==> config.mk <==
export PLATFORM = sky130hd
export DESIGN_NAME = lsu_subword
export DESIGN_NICKNAME = d
export VERILOG_FILES = /design/src/rtl/lsu_subword.sv
export SDC_FILE = /design/constraint.sdc
export NUM_CORES = 1
export LEC_CHECK = 0
export CORE_MARGIN = 5
export CORE_UTILIZATION = 40
export DETAILED_ROUTE_END_ITERATION = 16
export GPL_ROUTABILITY_DRIVEN = 0
export PLACE_DENSITY = 0.69
export SYNTH_ARGS = -nofsm -noshare
export SYNTH_HDL_FRONTEND = slang
export SYNTH_SLANG_ARGS = --single-unit
==> constraint.sdc <==
create_clock -name clk -period 13.7 [get_ports clk]
set_input_delay 3.425 -clock clk [delete_from_list [all_inputs] [get_ports clk]]
set_output_delay 3.425 -clock clk [all_outputs]
set_load 0.005 [all_outputs]
==> src/rtl/lsu_subword.sv <==
// lsu_subword: RV32I load/store unit in front of a word-only data RAM.
// Ports: req_* from the core, rsp_* back to it, mem_* to the combinational-read RAM.
module lsu_subword #(
  parameter logic [31:0] RAM_LIMIT = 32'h0000_0800
) (
  input  logic        clk,
  input  logic        rst,
  input  logic        req_valid,
  output logic        req_ready,
  input  logic        req_we,
  input  logic [2:0]  req_funct3,
  input  logic [31:0] req_addr,
  input  logic [31:0] req_wdata,
  output logic        rsp_valid,
  output logic [31:0] rsp_rdata,
  output logic        rsp_error,
  output logic [31:0] mem_address,
  output logic [31:0] mem_data_in,
  output logic        mem_we,
  input  logic [31:0] mem_data_out
);

  typedef enum logic [1:0] {
    S_IDLE,
    S_EXEC,
    S_WRITE
  } state_t;

  state_t      r_state;
  state_t      w_next;
  logic        r_we;
  logic [2:0]  r_funct3;
  logic [31:0] r_addr;
  logic [31:0] r_wdata;
  logic [31:0] r_merge;

  logic        w_is_byte;
  logic        w_is_half;
  logic        w_is_word;
  logic        w_f3_ok;
  logic        w_misalign;
  logic        w_range;
  logic        w_err;
  logic        w_sub_st;
  logic [7:0]  w_byte;
  logic [15:0] w_half;
  logic [31:0] w_load;
  logic [31:0] w_merge;

  assign w_is_byte = (r_funct3[1:0] == 2'b00);
  assign w_is_half = (r_funct3[1:0] == 2'b01);
  assign w_is_word = (r_funct3 == 3'b010);

  // Stores have no unsigned forms, so only 000/001/010 are legal.
  assign w_f3_ok = r_we
    ? (r_funct3[2] == 1'b0 && r_funct3[1:0] != 2'b11)
    : (r_funct3 != 3'b011 && r_funct3[2:1] != 2'b11);

  assign w_misalign = (w_is_half && r_addr[0])
                   || (w_is_word && r_addr[1:0] != 2'b00);
  assign w_range    = (r_addr >= RAM_LIMIT);
  assign w_err      = !w_f3_ok || w_misalign || w_range;
  assign w_sub_st   = r_we && (w_is_byte || w_is_half);

  always_comb begin
    w_byte = mem_data_out[7:0];
    unique case (r_addr[1:0])
      2'b00: w_byte = mem_data_out[7:0];
      2'b01: w_byte = mem_data_out[15:8];
      2'b10: w_byte = mem_data_out[23:16];
      2'b11: w_byte = mem_data_out[31:24];
    endcase
  end

  assign w_half = r_addr[1] ? mem_data_out[31:16]
                            : mem_data_out[15:0];

  // funct3[2] set means the unsigned (zero-extending) form.
  always_comb begin
    w_load = '0;
    unique case (1'b1)
      w_is_word: w_load = mem_data_out;
      w_is_half: w_load = {{16{~r_funct3[2] & w_half[15]}}, w_half};
      default:   w_load = {{24{~r_funct3[2] & w_byte[7]}}, w_byte};
    endcase
  end

  always_comb begin
    w_merge = mem_data_out;
    if (w_is_half) begin
      if (r_addr[1]) w_merge[31:16] = r_wdata[15:0];
      else           w_merge[15:0]  = r_wdata[15:0];
    end else begin
      unique case (r_addr[1:0])
        2'b00: w_merge[7:0]   = r_wdata[7:0];
        2'b01: w_merge[15:8]  = r_wdata[7:0];
        2'b10: w_merge[23:16] = r_wdata[7:0];
        2'b11: w_merge[31:24] = r_wdata[7:0];
      endcase
    end
  end

  assign req_ready   = (r_state == S_IDLE);
  assign mem_address = {r_addr[31:2], 2'b00};

  // mem_we decodes straight from state so an async reset drops it at once.
  always_comb begin
    w_next      = r_state;
    mem_we      = 1'b0;
    mem_data_in = r_wdata;
    unique case (r_state)
      S_IDLE: begin
        if (req_valid) w_next = S_EXEC;
      end
      S_EXEC: begin
        mem_we = r_we && w_is_word && !w_err;
        w_next = (w_sub_st && !w_err) ? S_WRITE : S_IDLE;
      end
      S_WRITE: begin
        mem_we      = 1'b1;
        mem_data_in = r_merge;
        w_next      = S_IDLE;
      end
      default: w_next = S_IDLE;
    endcase
  end

  always_ff @(posedge clk or posedge rst) begin
    if (rst) begin
      r_state   <= S_IDLE;
      r_we      <= 1'b0;
      r_funct3  <= '0;
      r_addr    <= '0;
      r_wdata   <= '0;
      r_merge   <= '0;
      rsp_valid <= 1'b0;
      rsp_rdata <= '0;
      rsp_error <= 1'b0;
    end else begin
      r_state   <= w_next;
      rsp_valid <= 1'b0;
      unique case (r_state)
        S_IDLE: begin
          if (req_valid) begin
            r_we     <= req_we;
            r_funct3 <= req_funct3;
            r_addr   <= req_addr;
            r_wdata  <= req_wdata;
          end
        end
        S_EXEC: begin
          if (w_err) begin
            rsp_valid <= 1'b1;
            rsp_error <= 1'b1;
            rsp_rdata <= '0;
          end else if (!r_we) begin
            rsp_valid <= 1'b1;
            rsp_error <= 1'b0;
            rsp_rdata <= w_load;
          end else if (w_is_word) begin
            rsp_valid <= 1'b1;
            rsp_error <= 1'b0;
            rsp_rdata <= '0;
          end else begin
            r_merge <= w_merge;
          end
        end
        S_WRITE: begin
          rsp_valid <= 1'b1;
          rsp_error <= 1'b0;
          rsp_rdata <= '0;
        end
        default: ;
      endcase
    end
  end

endmodule

After elaboration in Yosys (flattened, before gate mapping)
Index checks and enable logic that the tools add are counted.
Widths: inputs -> output; s select.
{ "word_totals": {"reg_bits": 136, "in_bits": 103, "out_inout_bits": 100, "wordCells": 77} }
{ "op_classes": {"n_lt_le_gt_ge": 1, "eq_ne": 12, "muxes": 28, "bitwise": 5, "reduce_logical": 22} }
{ "op_table": {"columns": ["op", "n"], "rows": [
  ["$mux 32", 5],
  ["$pmux 32 s2", 2],
  ["$mux 16", 3],
  ["$ge 32x12->1 const B", 1],
  ["$mux 8", 4],
  ["$pmux 8 s4", 1],
  ["$logic_and 1x1->1", 8],
  ["$mux 1", 7],
  ["$eq 2x1->1 const B", 3],
  ["$eq 2x2->1 const B", 3],
  ["$logic_not 2->1", 3],
  ["$ne 2x2->1 const B", 3],
  ["$pmux 1 s2", 3],
  ["$logic_or 1x1->1", 4],
  ["$mux 2", 2],
  ["$ne 4x4->1 const B", 1],
  ["$pmux 2 s2", 1],
  ["$reduce_and 2->1", 2],
  ["$reduce_and 4->1", 1],
  ["$reduce_bool 2->1", 2],
  ["$eq 3x2->1 const B", 1],
  ["$ne 3x2->1 const B", 1],
  ["$not 1->1", 3],
  ["$and 1x1->1", 2],
  ["$logic_not 1->1", 2]
]} }

Longest topological paths before layout
Gate-level depths: netlist (run 1).
{ "logic_depth": {"depth_word": 10, "ltp_mapped": 10, "ltp_nobuf": 6} }

Worst setup path after synthesis (run 1)
No wires, ideal clock.
{ "synth_timing": {"kind": "reg-to-output", "from": "register r_state[0]", "to": "output port mem_data_in[11]", "arrival_ps": 1585, "required_ps": 10275, "path_slack_ps": 8690, "stages_incl_launch_ff": 6, "n_path_buf": 2, "path_cell_list": "dfrtp_1 > inv_1 > ha_1 > clkbuf_1 > clkbuf_1 > mux2_2"} }
{ "synth_via": {"elab_chain_cells": 2} }
{ "synth_lines": {"columns": ["item", "line", "text"], "rows": [
  ["from (decl)", "29", "state_t r_state;"],
  ["from (signal assigned)", "140", "r_state <= w_next;"],
  ["$eq 2x2->1", "111", "unique case (r_state)"],
  ["$mux 32", "111", null],
  ["to (decl)", "18", "output logic [31:0] mem_data_in,"]
]} }
No other way between the ends.

Worst setup path after layout (run 1)
{ "layout_timing": {"from": "register r_funct3[1]", "to": "output port mem_we"} }
{ "layout_via": {"elab_chain_cells": 9, "elab_cells_between_ends": 18, "classes_between": "eq/ne (5); mux (2); reduce/logical (11)"} }
{ "layout_lines": {"columns": ["item", "line", "text"], "rows": [
  ["from (decl)", "32", "logic [2:0] r_funct3;"],
  ["from (signal assigned)", "146", "r_funct3 <= req_funct3;"],
  ["$ne 3x2->1 (tied with other cells)", "57", ": (r_funct3 != 3'b011 && r_funct3[2:1] != 2'b11);"],
  ["$logic_and 1x1->1 (on tied branches)", "57, 56", null],
  ["$mux 1", "56", "? (r_funct3[2] == 1'b0 && r_funct3[1:0] != 2'b11)"],
  ["$logic_not 1->1", "62", "assign w_err = !w_f3_ok || w_misalign || w_range;"],
  ["$logic_or 1x1->1 (2 in a row)", "62", null],
  ["$logic_not 1->1", "116", "mem_we = r_we && w_is_word && !w_err;"],
  ["$logic_and 1x1->1 (*)", "116", null],
  ["$pmux 1 s2 (*)", "111", null],
  ["to (decl)", "19", "output logic mem_we,"]
]} }
Every way passes the cells marked *; elsewhere a longest branch is shown, timed or not.

==> impl_metrics.env, run 1 <==
export IMPL_drtAntennaViolNets=0
export IMPL_cp_slowest_cell="nand2b_1"
export IMPL_cp_top_family="simple AND/OR/NAND/NOR gates"
export IMPL_period_minus_slack_ns=6.549
export IMPL_start_util_pct=40.25
export IMPL_cts_tree="built"
export IMPL_setup_viol=0
export IMPL_yosysUniqueCellTypes=44
export IMPL_crit_buf_inv=1
export IMPL_cts_root_buf="clkbuf_16"
export IMPL_hold_viol=0
export IMPL_drc=0
export IMPL_ys_warn_count=0
export IMPL_post_place_ws_ns=7.622
export IMPL_final_util_pct=55.27
export IMPL_slowest_delay_ns=0.66
export IMPL_synthArstFlopShare_pct=100.0
export IMPL_final_max_slew_viol_count=0
export IMPL_r2r_start="r_funct3[1]$_DFFE_PP0P_"
export IMPL_cellPowerDensity_nw_per_um2=197.3
export IMPL_peakVddDrop_uv=116.9
export IMPL_cts_max_level=4
export IMPL_syn_area_per_cell_um2=11.98
export IMPL_hpwl_mm=14.51
export IMPL_wirelength_mm=19.41
export IMPL_rows=48
export IMPL_cts_resized=0
export IMPL_holdCritStartpoint="rsp_rdata[29]$_DFFE_PP0P_"
export IMPL_cp_arrival_ns=3.12
export IMPL_worstSetupEndpointType="primary output"
export IMPL_synth_edff_count=0
export IMPL_die_h_um=141.0
export IMPL_pin_count=203
export IMPL_fin_nets=833
export IMPL_grt_ovfl_total=0
export IMPL_num_antenna_cells=0
export IMPL_fp_dieW_um=141.0
export IMPL_track_usage_pct=19.72
export IMPL_min_period_over_period_pct=47.80
export IMPL_skew_ns=0.009261
export IMPL_p_leak_nw=3.881
export IMPL_relSlewSlack_pct=35.08
export IMPL_cp_cell_sequence="nand2b_1, o2111ai_1, nor3_1, a32o_1, clkdlybuf4s50_1"
export IMPL_tightest_slew_ns=0.9738
export IMPL_fmax_mhz=152.7
export IMPL_synth_top_area_cell="dfrtp_1"
export IMPL_hold_buffers=0
export IMPL_fin_tns_setup_ns=0
export IMPL_hold_path_class="flop to flop"
export IMPL_synth_yosys_seq_area_share_pct=49.57
export IMPL_synth_ff_type="dfrtp_1"
export IMPL_port_buffers=200
export IMPL_cts_inserted_buffers=17
export IMPL_setup_ws_ns=7.151
export IMPL_synth_seq_cells=136
export IMPL_syn_inst=573
export IMPL_syn_cell_area_um2=6865
export IMPL_worstSetupPathType="flop to primary output"
export IMPL_rsz0062_at_grt="false"
export IMPL_vias=5096
export IMPL_grt_pass1_wl_mm=30.29
export IMPL_grt_pass1_vias=5379
export IMPL_first_pass_iters=5
export IMPL_clkSlewWorstSetupHoldPaths_ns=0.06
export IMPL_clock_sinks=136
export IMPL_critPathLaunch="r_funct3[1]$_DFFE_PP0P_"
export IMPL_cts_buffer_depth=2
export IMPL_die_area_um2=19880
export IMPL_synth_top_area_share_pct=49.57
export IMPL_route_detailed_wl_per_inst_um=20.11
export IMPL_clk_insertion_delay_late_ns=0.42
export IMPL_synthToLayoutAreaGrowth_pct=37.31
export IMPL_status="finished clean"
export IMPL_first_iter_violations=280
export IMPL_netlist_top_cells_area="dfrtp_1 50%, mux2_2 22%, buf_4 3.6%, mux4_2 2.6%, nand2_1 2.5%"
export IMPL_design_core_area_um2=17060
export IMPL_antenna_found_initial=0
export IMPL_crit_path_start_kind="flop"
export IMPL_path_max_fanout=24
export IMPL_layout_drive_gt1_share_pct=25.54
export IMPL_synth_most_common_cell="dfrtp_1"
export IMPL_ys_top_cells_by_count="136 x dfrtp_1, 132 x mux2_2, 46 x nand2_1, 33 x buf_4, 31 x nor2_1"
export IMPL_cp_data_required_time_ns=10.27
export IMPL_grt_max_degree=71
export IMPL_final_fill_count=1430
export IMPL_drv_cap=0
export IMPL_vias_per_cell=5.281
export IMPL_post_cts_buffers=0
-- cells in the final DEF (no fill, tap or decap), types with 3 or more instances in the layout --
cell type        count
bufinv_16            4
clkbuf_16           17
inv_1               21
nor2_1              31
nor4_1               4
o22ai_1             15
o22a_1               8
clkinvlp_4           3
nand4_1              4
o31ai_1             22
nand2_1             45
buf_4                4
clkdlybuf4s50_1    200
o21ai_0             11
mux2_2             132
a222oi_1             7
mux4_2               8
mux2i_1              9
o31ai_2              8
nand2b_1             3
a31oi_1              8
dfrtp_1            136
-- area by class of cell --
type | instances | area (µm²) | share of cell area (%)
sequential | 136 | 3403 | 36.10
multi-input combinational | 346 | 2992 | 31.74
clock inverter | 11 | 170.2 | 1.805
inverter | 22 | 87.58 | 0.9291
timing repair buffer | 204 | 2032 | 21.56
clock buffer | 21 | 460.4 | 4.885
tap | 225 | 281.5 | 2.986
-- stage by stage --
step / power, mW / cells / hold WS [ns] / instance area, µm²
final: 1.860 / 965 / 0.4813 / 9427
after global routing: 1.960 / 965 / 0.5121 / 9427
after CTS: 1.871 / 965 / 0.4859 / 9427
after detailed placement: 1.377 / 933 / 0.4738 / 8796
after global placement: 1.354 / 933 / 0.4638 / 8796
after floorplan: 1.090 / 574 / 0.4726 / 6869
-- state kept, by name, summed over array words and instances, names as in the netlist, 2 cells and up --
signal	cells
r_funct3	3
r_wdata	32
rsp_rdata	32
r_state	2
r_addr	32
r_merge	32
-- kinds of logic (layout without fill, tap and decap cells) --
family                     after synthesis  count (layout)  synth area share [%]
buffers and inverters                   92             258                 7.090
muxes                                  149             149                 25.59
DFF                                    136             136                 49.57
and+or+nand+nor                         97              97                 6.142
adders and majority gates                3               3                0.5468
other                                    1               2               0.05462
AOI/OAI and AO/OA                       95              95                 11.01
-- worst reg2reg max path: stages (launching register included) --
cell and delay [ns]:
dfrtp_1 0.39, nand2b_1 0.66, o2111ai_1 0.26, or4b_1 0.71, or4b_1 0.90, o31ai_1 0.38
-- path summary, 6_finish.rpt --
path,endpoint,slack (ns),cells after the start
worst max-delay path,mem_we,7.15,5
worst min-delay path,rsp_rdata[29]$_DFFE_PP0P_,0.48,2
worst max register to register,rsp_rdata[19]$_DFFE_PP0P_,10.29,5
worst min register to register,rsp_rdata[29]$_DFFE_PP0P_,0.48,2
max in group asynchronous,r_wdata[17]$_DFFE_PP0P_,8.92,3
min in group asynchronous,r_addr[20]$_DFFE_PP0P_,3.47,2
-- report_power, final --
group          total (mW)  switching, mW  internal [mW]  leakage [nW]
clock network       0.487          0.173          0.314         0.300
registers           0.616          0.105          0.511          1.70
logic               0.757          0.323          0.433          1.88
total                1.86          0.601           1.26          3.88
-- per-layer routing --
layer / GRT usage (%) / share of wire (%) / vias up
li1: - / - / 2350
met1: 25.29 / 42 / 2508
met2: 31.98 / 48 / 206
met3: 5.631 / 7.6 / 32
met4: 7.037 / 2.4 / 0
met5: 0 / 0 / -
Power figures use the tool's default switching activity.
==> run 2: changes to the inputs <==
==> constraint.sdc (replaced) <==
create_clock -name clk -period 6.71 [get_ports clk]
set_input_delay 1.6775 -clock clk [delete_from_list [all_inputs] [get_ports clk]]
set_output_delay 1.6775 -clock clk [all_outputs]
set_load 0.005 [all_outputs]
==> run 2 against run 1 <==
Net effect:
- clock power grew 86%
- clock skew hardly changed
- first-iteration DRC count is 49% higher
- non-clock buffer count stayed put
- global-route usage rose by 0.21 points
- combinational power increased by 100%
- routed wire length is 0.37% higher
- core utilization down 0.33 points
- worst hold slack lost 0.0066 ns
- largest cell class unchanged
==> impl_metrics.env, run 2 (synthesis gave the netlist of run 1 again) <==
export IMPL_cts_max_level=4
export IMPL_worstSetupEndpointType="primary output"
export IMPL_tightest_slew_ns=0.9491
export IMPL_post_cts_buffers=0
export IMPL_r2r_start="r_funct3[1]$_DFFE_PP0P_"
export IMPL_cts_inserted_buffers=17
export IMPL_crit_buf_inv=1
export IMPL_setup_viol=0
export IMPL_cp_arrival_ns=3.13
export IMPL_crit_path_start_kind="flop"
export IMPL_route_detailed_wl_per_inst_um=20.21
export IMPL_layout_commonest_cell="clkdlybuf4s50_1"
export IMPL_start_util_pct=40.25
export IMPL_cellPowerDensity_nw_per_um2=396.2
export IMPL_clkSlewWorstSetupHoldPaths_ns=0.06
export IMPL_cts_tree="built"
export IMPL_vias_per_cell=5.408
export IMPL_first_pass_iters=5
export IMPL_die_area_um2=19880
export IMPL_worstSetupPathType="flop to primary output"
export IMPL_r2r_end="rsp_rdata[19]$_DFFE_PP0P_"
export IMPL_rsz0062_at_grt="false"
export IMPL_reg2reg_depth=5
export IMPL_slowest_delay_ns=0.67
export IMPL_grt_max_degree=92
export IMPL_status="finished clean"
export IMPL_relSlewSlack_pct=36.73
export IMPL_port_buffers=200
export IMPL_path_max_fanout=24
export IMPL_rows=48
export IMPL_cp_top_family="simple AND/OR/NAND/NOR gates"
export IMPL_grt_pass1_wl_mm=30.68
export IMPL_fmax_mhz=207.9
export IMPL_fin_nets=833
export IMPL_cts_root_buf="clkbuf_16"
export IMPL_fp_dieW_um=141.0
export IMPL_p_total_mw=3.713
export IMPL_die_h_um=141.0
export IMPL_hold_slack_ns=0.4747
export IMPL_vias=5213
export IMPL_layout_drive_gt1_share_pct=25.30
export IMPL_synthToLayoutAreaGrowth_pct=36.49
export IMPL_drv_cap=0
export IMPL_final_fill_count=1427
export IMPL_num_antenna_cells=0
export IMPL_cts_buffer_depth=2
export IMPL_worst_r2r_setup_slack_ns=3.26
export IMPL_track_usage_pct=19.93
export IMPL_final_max_slew_viol_count=0
export IMPL_hold_buffers=0
export IMPL_fin_tns_setup_ns=0
export IMPL_peakVddDrop_uv=235.4
export IMPL_grt_ovfl_total=0
export IMPL_drtAntennaViolNets=0
export IMPL_antenna_found_initial=0
export IMPL_design_core_area_um2=17060
export IMPL_drc=0
export IMPL_period_minus_slack_ns=4.809
export IMPL_critPathLaunch="r_funct3[1]$_DFFE_PP0P_"
export IMPL_wirelength_mm=19.48
export IMPL_worst_path_stages=5
export IMPL_first_iter_violations=418
export IMPL_worstSetupEndpoint="mem_we"
export IMPL_hpwl_mm=14.52
export IMPL_p_leak_nw=3.864
export IMPL_clock_sinks=136
export IMPL_cp_slowest_cell="nand2b_1"
export IMPL_cts_resized=0
export IMPL_cp_data_required_time_ns=5.03
export IMPL_grt_pass1_vias=5425
export IMPL_cp_cell_sequence="nand2b_1, o2111ai_1, nor3_1, a32o_1, clkdlybuf4s50_1"
export IMPL_final_cell_mix="200 x clkdlybuf4s50_1, 136 x dfrtp_1, 132 x mux2_2, 45 x nand2_1, 31 x nor2_1"
export IMPL_hold_viol=0
export IMPL_skew_ns=0.009084
export IMPL_clk_insertion_delay_late_ns=0.42
export IMPL_min_period_over_period_pct=71.67
export IMPL_pin_count=203
export IMPL_hold_path_class="flop to flop"
run 2: changes by cell type in the layout (fill, tap and decap cells not counted):
cell | previous run | this run
bufinv_16 | 4 | 2
clkinv_2 | 2 | 4
clkinvlp_4 | 3 | 1
clkbuf_1 | 2 | 3
clkbuf_8 | 2 | 3
inv_6 | 2 | 1
run 2: cell type report:
type                    count  area, µm²  area share [%]
multi-input cells         346       2992           31.93
well taps                 225      281.5           3.004
inverters                  22      87.58          0.9347
flip-flops and latches    136       3403           36.32
clock buffers              23      478.0           5.101
clock inverters             8      96.34           1.028
repair buffers            204       2032           21.69
run 2: per-stage QoR:
stage | utilization [%] | instance area, µm² | cells | setup WS (ns)
floorplan | - | 6869 | 574 | 1.393
global placement | 51.57 | 8796 | 933 | 2.465
detailed placement | 51.57 | 8796 | 933 | 2.339
CTS | 54.94 | 9370 | 964 | 1.904
global route | 54.94 | 9370 | 964 | 1.637
finish | 54.94 | 9370 | 964 | 1.901
run 2: power breakdown:
group | leakage, nW | switching [mW] | internal, mW
combinational | 1.88 | 0.662 | 0.884
sequential | 1.70 | 0.215 | 1.04
clock | 0.283 | 0.336 | 0.572
total | 3.86 | 1.21 | 2.50
run 2: routing by layer:
metal | vias to the layer above | GRT usage, % | wire, µm
met5 | - | 0 | 0
li1 | 2345 | - | -
met1 | 2620 | 26.18 | 8195
met4 | 0 | 6.680 | 344
met2 | 224 | 32.43 | 9589
met3 | 24 | 4.919 | 1351
run 2: tightest hold or removal path, delay by kind of cell, from the launching register on:
kind / cells / cell delay (ns)
DFF: 1 / 0.34
and+or+nand+nor: 1 / 0.05
AOI/OAI and AO/OA: 1 / 0.05
run 2: worst min-delay path by stage:
stage / start / endpoint / slack (ns) / cells after the start
floorplan: rsp_error$_DFFE_PP0P_ / rsp_error$_DFFE_PP0P_ / 0.47 / 2
global placement: rsp_rdata[20]$_DFFE_PP0P_ / rsp_rdata[20]$_DFFE_PP0P_ / 0.46 / 2
detailed placement: rsp_rdata[20]$_DFFE_PP0P_ / rsp_rdata[20]$_DFFE_PP0P_ / 0.47 / 2
CTS: rsp_rdata[20]$_DFFE_PP0P_ / rsp_rdata[20]$_DFFE_PP0P_ / 0.48 / 2
global route: rsp_rdata[11]$_DFFE_PP0P_ / rsp_rdata[11]$_DFFE_PP0P_ / 0.51 / 2
finish: rsp_rdata[20]$_DFFE_PP0P_ / rsp_rdata[20]$_DFFE_PP0P_ / 0.47 / 2
==> run 3: changes to the inputs <==
==> constraint.sdc (replaced) <==
create_clock -name clk -period 4.6 [get_ports clk]
set_input_delay 1.15 -clock clk [delete_from_list [all_inputs] [get_ports clk]]
set_output_delay 1.15 -clock clk [all_outputs]
set_load 0.005 [all_outputs]
==> run 3 against run 2 <==
Net effect:
- flip-flop and latch count unchanged
- critical path type unchanged
- largest power group unchanged
- clock skew down 0.0013 ns
- sequential share of layout area down 0.14 points
- critical endpoint unchanged
- die area unchanged
==> impl_metrics.env, run 3 (synthesis gave the netlist of run 1 again) <==
export IMPL_pin_count=203
export IMPL_relSlewSlack_pct=37.40
export IMPL_final_max_slew_viol_count=0
export IMPL_combPwrFrac_pct=42.4
export IMPL_grt_max_degree=106
export IMPL_critPathLaunch="r_addr[0]$_DFFE_PP0P_"
export IMPL_cellPowerDensity_nw_per_um2=578.5
export IMPL_track_usage_pct=20.10
export IMPL_layout_drive_gt1_share_pct=25.20
export IMPL_drtAntennaViolNets=0
export IMPL_rows=48
export IMPL_post_place_ws_ns=0.8967
export IMPL_path_max_fanout=22
export IMPL_grt_pass1_vias=5417
export IMPL_peakVddDrop_uv=335.6
export IMPL_fin_nets=835
export IMPL_start_util_pct=40.25
export IMPL_grt_ovfl_total=0
export IMPL_r2r_end="rsp_rdata[18]$_DFFE_PP0P_"
export IMPL_crit_path_start_kind="flop"
export IMPL_synthToLayoutAreaGrowth_pct=37.03
export IMPL_power_internal_mw=3.688
export IMPL_p_sw_mw=1.755
export IMPL_clock_sinks=136
export IMPL_worst_r2r_setup_slack_ns=1.28
export IMPL_hold_buffers=0
export IMPL_cp_arrival_ns=3.03
export IMPL_cts_inserted_buffers=17
export IMPL_fmax_mhz=239.2
export IMPL_min_period_over_period_pct=90.88
export IMPL_worstSetupEndpointType="primary output"
export IMPL_status="finished clean"
export IMPL_hold_path_class="flop to flop"
export IMPL_route_detailed_wl_per_inst_um=20.25
export IMPL_cts_resized=0
export IMPL_layout_commonest_cell="clkdlybuf4s50_1"
export IMPL_vias_per_cell=5.331
export IMPL_first_pass_iters=7
export IMPL_die_h_um=141.0
export IMPL_setup_viol=0
export IMPL_slowest_delay_ns=0.71
export IMPL_fp_dieW_um=141.0
export IMPL_p_leak_nw=3.877
export IMPL_switching_share_pct=32.24
export IMPL_clkSlewWorstSetupHoldPaths_ns=0.06
export IMPL_die_area_um2=19880
export IMPL_vias=5139
export IMPL_first_iter_violations=364
export IMPL_drc=0
export IMPL_r2r_start="r_addr[0]$_DFFE_PP0P_"
export IMPL_reg2reg_depth=5
export IMPL_worstSetupEndpoint="mem_we"
export IMPL_final_cell_mix="200 x clkdlybuf4s50_1, 136 x dfrtp_1, 132 x mux2_2, 45 x nand2_1, 31 x nor2_1"
export IMPL_clk_insertion_delay_late_ns=0.42
export IMPL_clkPwrFrac_pct=24.5
export IMPL_cp_cell_sequence="o21ba_2, o21a_1, nor3_1, a32o_1, clkdlybuf4s50_1"
export IMPL_design_core_area_um2=17060
export IMPL_setup_ws_ns=0.4196
export IMPL_cp_data_required_time_ns=3.45
export IMPL_antenna_found_initial=1
export IMPL_cts_max_level=4
export IMPL_port_buffers=200
export IMPL_cts_tree="built"
export IMPL_worstSetupPathType="flop to primary output"
export IMPL_p_seq_share_pct=33.1
export IMPL_wirelength_mm=19.52
export IMPL_grt_pass1_wl_mm=30.82
export IMPL_drv_cap=0
export IMPL_rsz0062_at_grt="false"
export IMPL_post_cts_buffers=0
export IMPL_cp_slowest_cell="dfrtp_1"
export IMPL_period_minus_slack_ns=4.180
export IMPL_cts_buffer_depth=2
export IMPL_tightest_slew_ns=0.9390
export IMPL_fin_tns_setup_ns=0
export IMPL_hold_viol=0
export IMPL_hpwl_mm=14.60
export IMPL_cts_root_buf="clkbuf_16"
export IMPL_skew_ns=0.007764
## run 3: cell types whose count changed in the layout (fill, tap and decap cells not counted)
cell / before / now
clkinv_4: 1 / 0
buf_12: 0 / 2
inv_6: 1 / 0
diode_2: 0 / 1
clkinv_2: 4 / 1
clkbuf_8: 3 / 5
## run 3: through the flow
stage / utilization [%] / cells / hold WS (ns) / total power, mW / area [µm²]
6_report: 55.16 / 964 / 0.4824 / 5.442 / 9408
5_1_grt: 55.16 / 964 / 0.5037 / 5.744 / 9408
3_5_place_dp: 51.80 / 935 / 0.4710 / 4.125 / 8835
2_1_floorplan: - / 574 / 0.4726 / 3.246 / 6873
4_1_cts: 55.14 / 963 / 0.4836 / 5.477 / 9405
3_3_place_gp: 51.80 / 935 / 0.4642 / 4.050 / 8835
## run 3: area by class of cell
cell class	count	area [µm²]
antenna	1	2.502
inverter	22	86.33
multi-input combinational	346	2992
tap	225	281.5
clock inverter	3	65.06
clock buffer	25	505.5
timing repair buffer	206	2072
sequential	136	3403
fill	1394	7649
## run 3: power by group through the flow
stage,clock (mW),combinational (mW),sequential (mW)
after floorplan,0,1.55,1.70
after global placement,0,2.26,1.79
after detailed placement,0,2.30,1.82
after CTS,1.36,2.32,1.80
after global routing,1.41,2.49,1.85
final,1.33,2.31,1.80
## run 3: worst min-delay path by stage
stage / start / endpoint / depth (start not counted)
3_3_place_gp: rsp_rdata[18]$_DFFE_PP0P_ / rsp_rdata[18]$_DFFE_PP0P_ / 2
4_1_cts: rsp_rdata[8]$_DFFE_PP0P_ / rsp_rdata[8]$_DFFE_PP0P_ / 2
5_1_grt: rsp_rdata[31]$_DFFE_PP0P_ / rsp_rdata[31]$_DFFE_PP0P_ / 2
6_report: rsp_rdata[31]$_DFFE_PP0P_ / rsp_rdata[31]$_DFFE_PP0P_ / 2
2_1_floorplan: rsp_error$_DFFE_PP0P_ / rsp_error$_DFFE_PP0P_ / 2
3_5_place_dp: rsp_rdata[8]$_DFFE_PP0P_ / rsp_rdata[8]$_DFFE_PP0P_ / 2
## run 3: per-layer routing
metal | routed length, µm | vias up | share of wire, % | global-route usage [%]
met2 | 9329 | 208 | 48 | 31.35
met3 | 1330 | 45 | 6.8 | 5.902
met5 | 0 | - | 0 | 0
li1 | - | 2356 | - | -
met4 | 628 | 0 | 3.2 | 8.363
met1 | 8233 | 2530 | 42 | 26.25
## run 3: worst max-delay path: cells and delay by family (launching register included)
family                 cells  cell delay, ns
buffers and inverters      1            0.55
and+or+nand+nor            1            0.51
AOI/OAI and AO/OA          3            0.84
DFF                        1            0.71
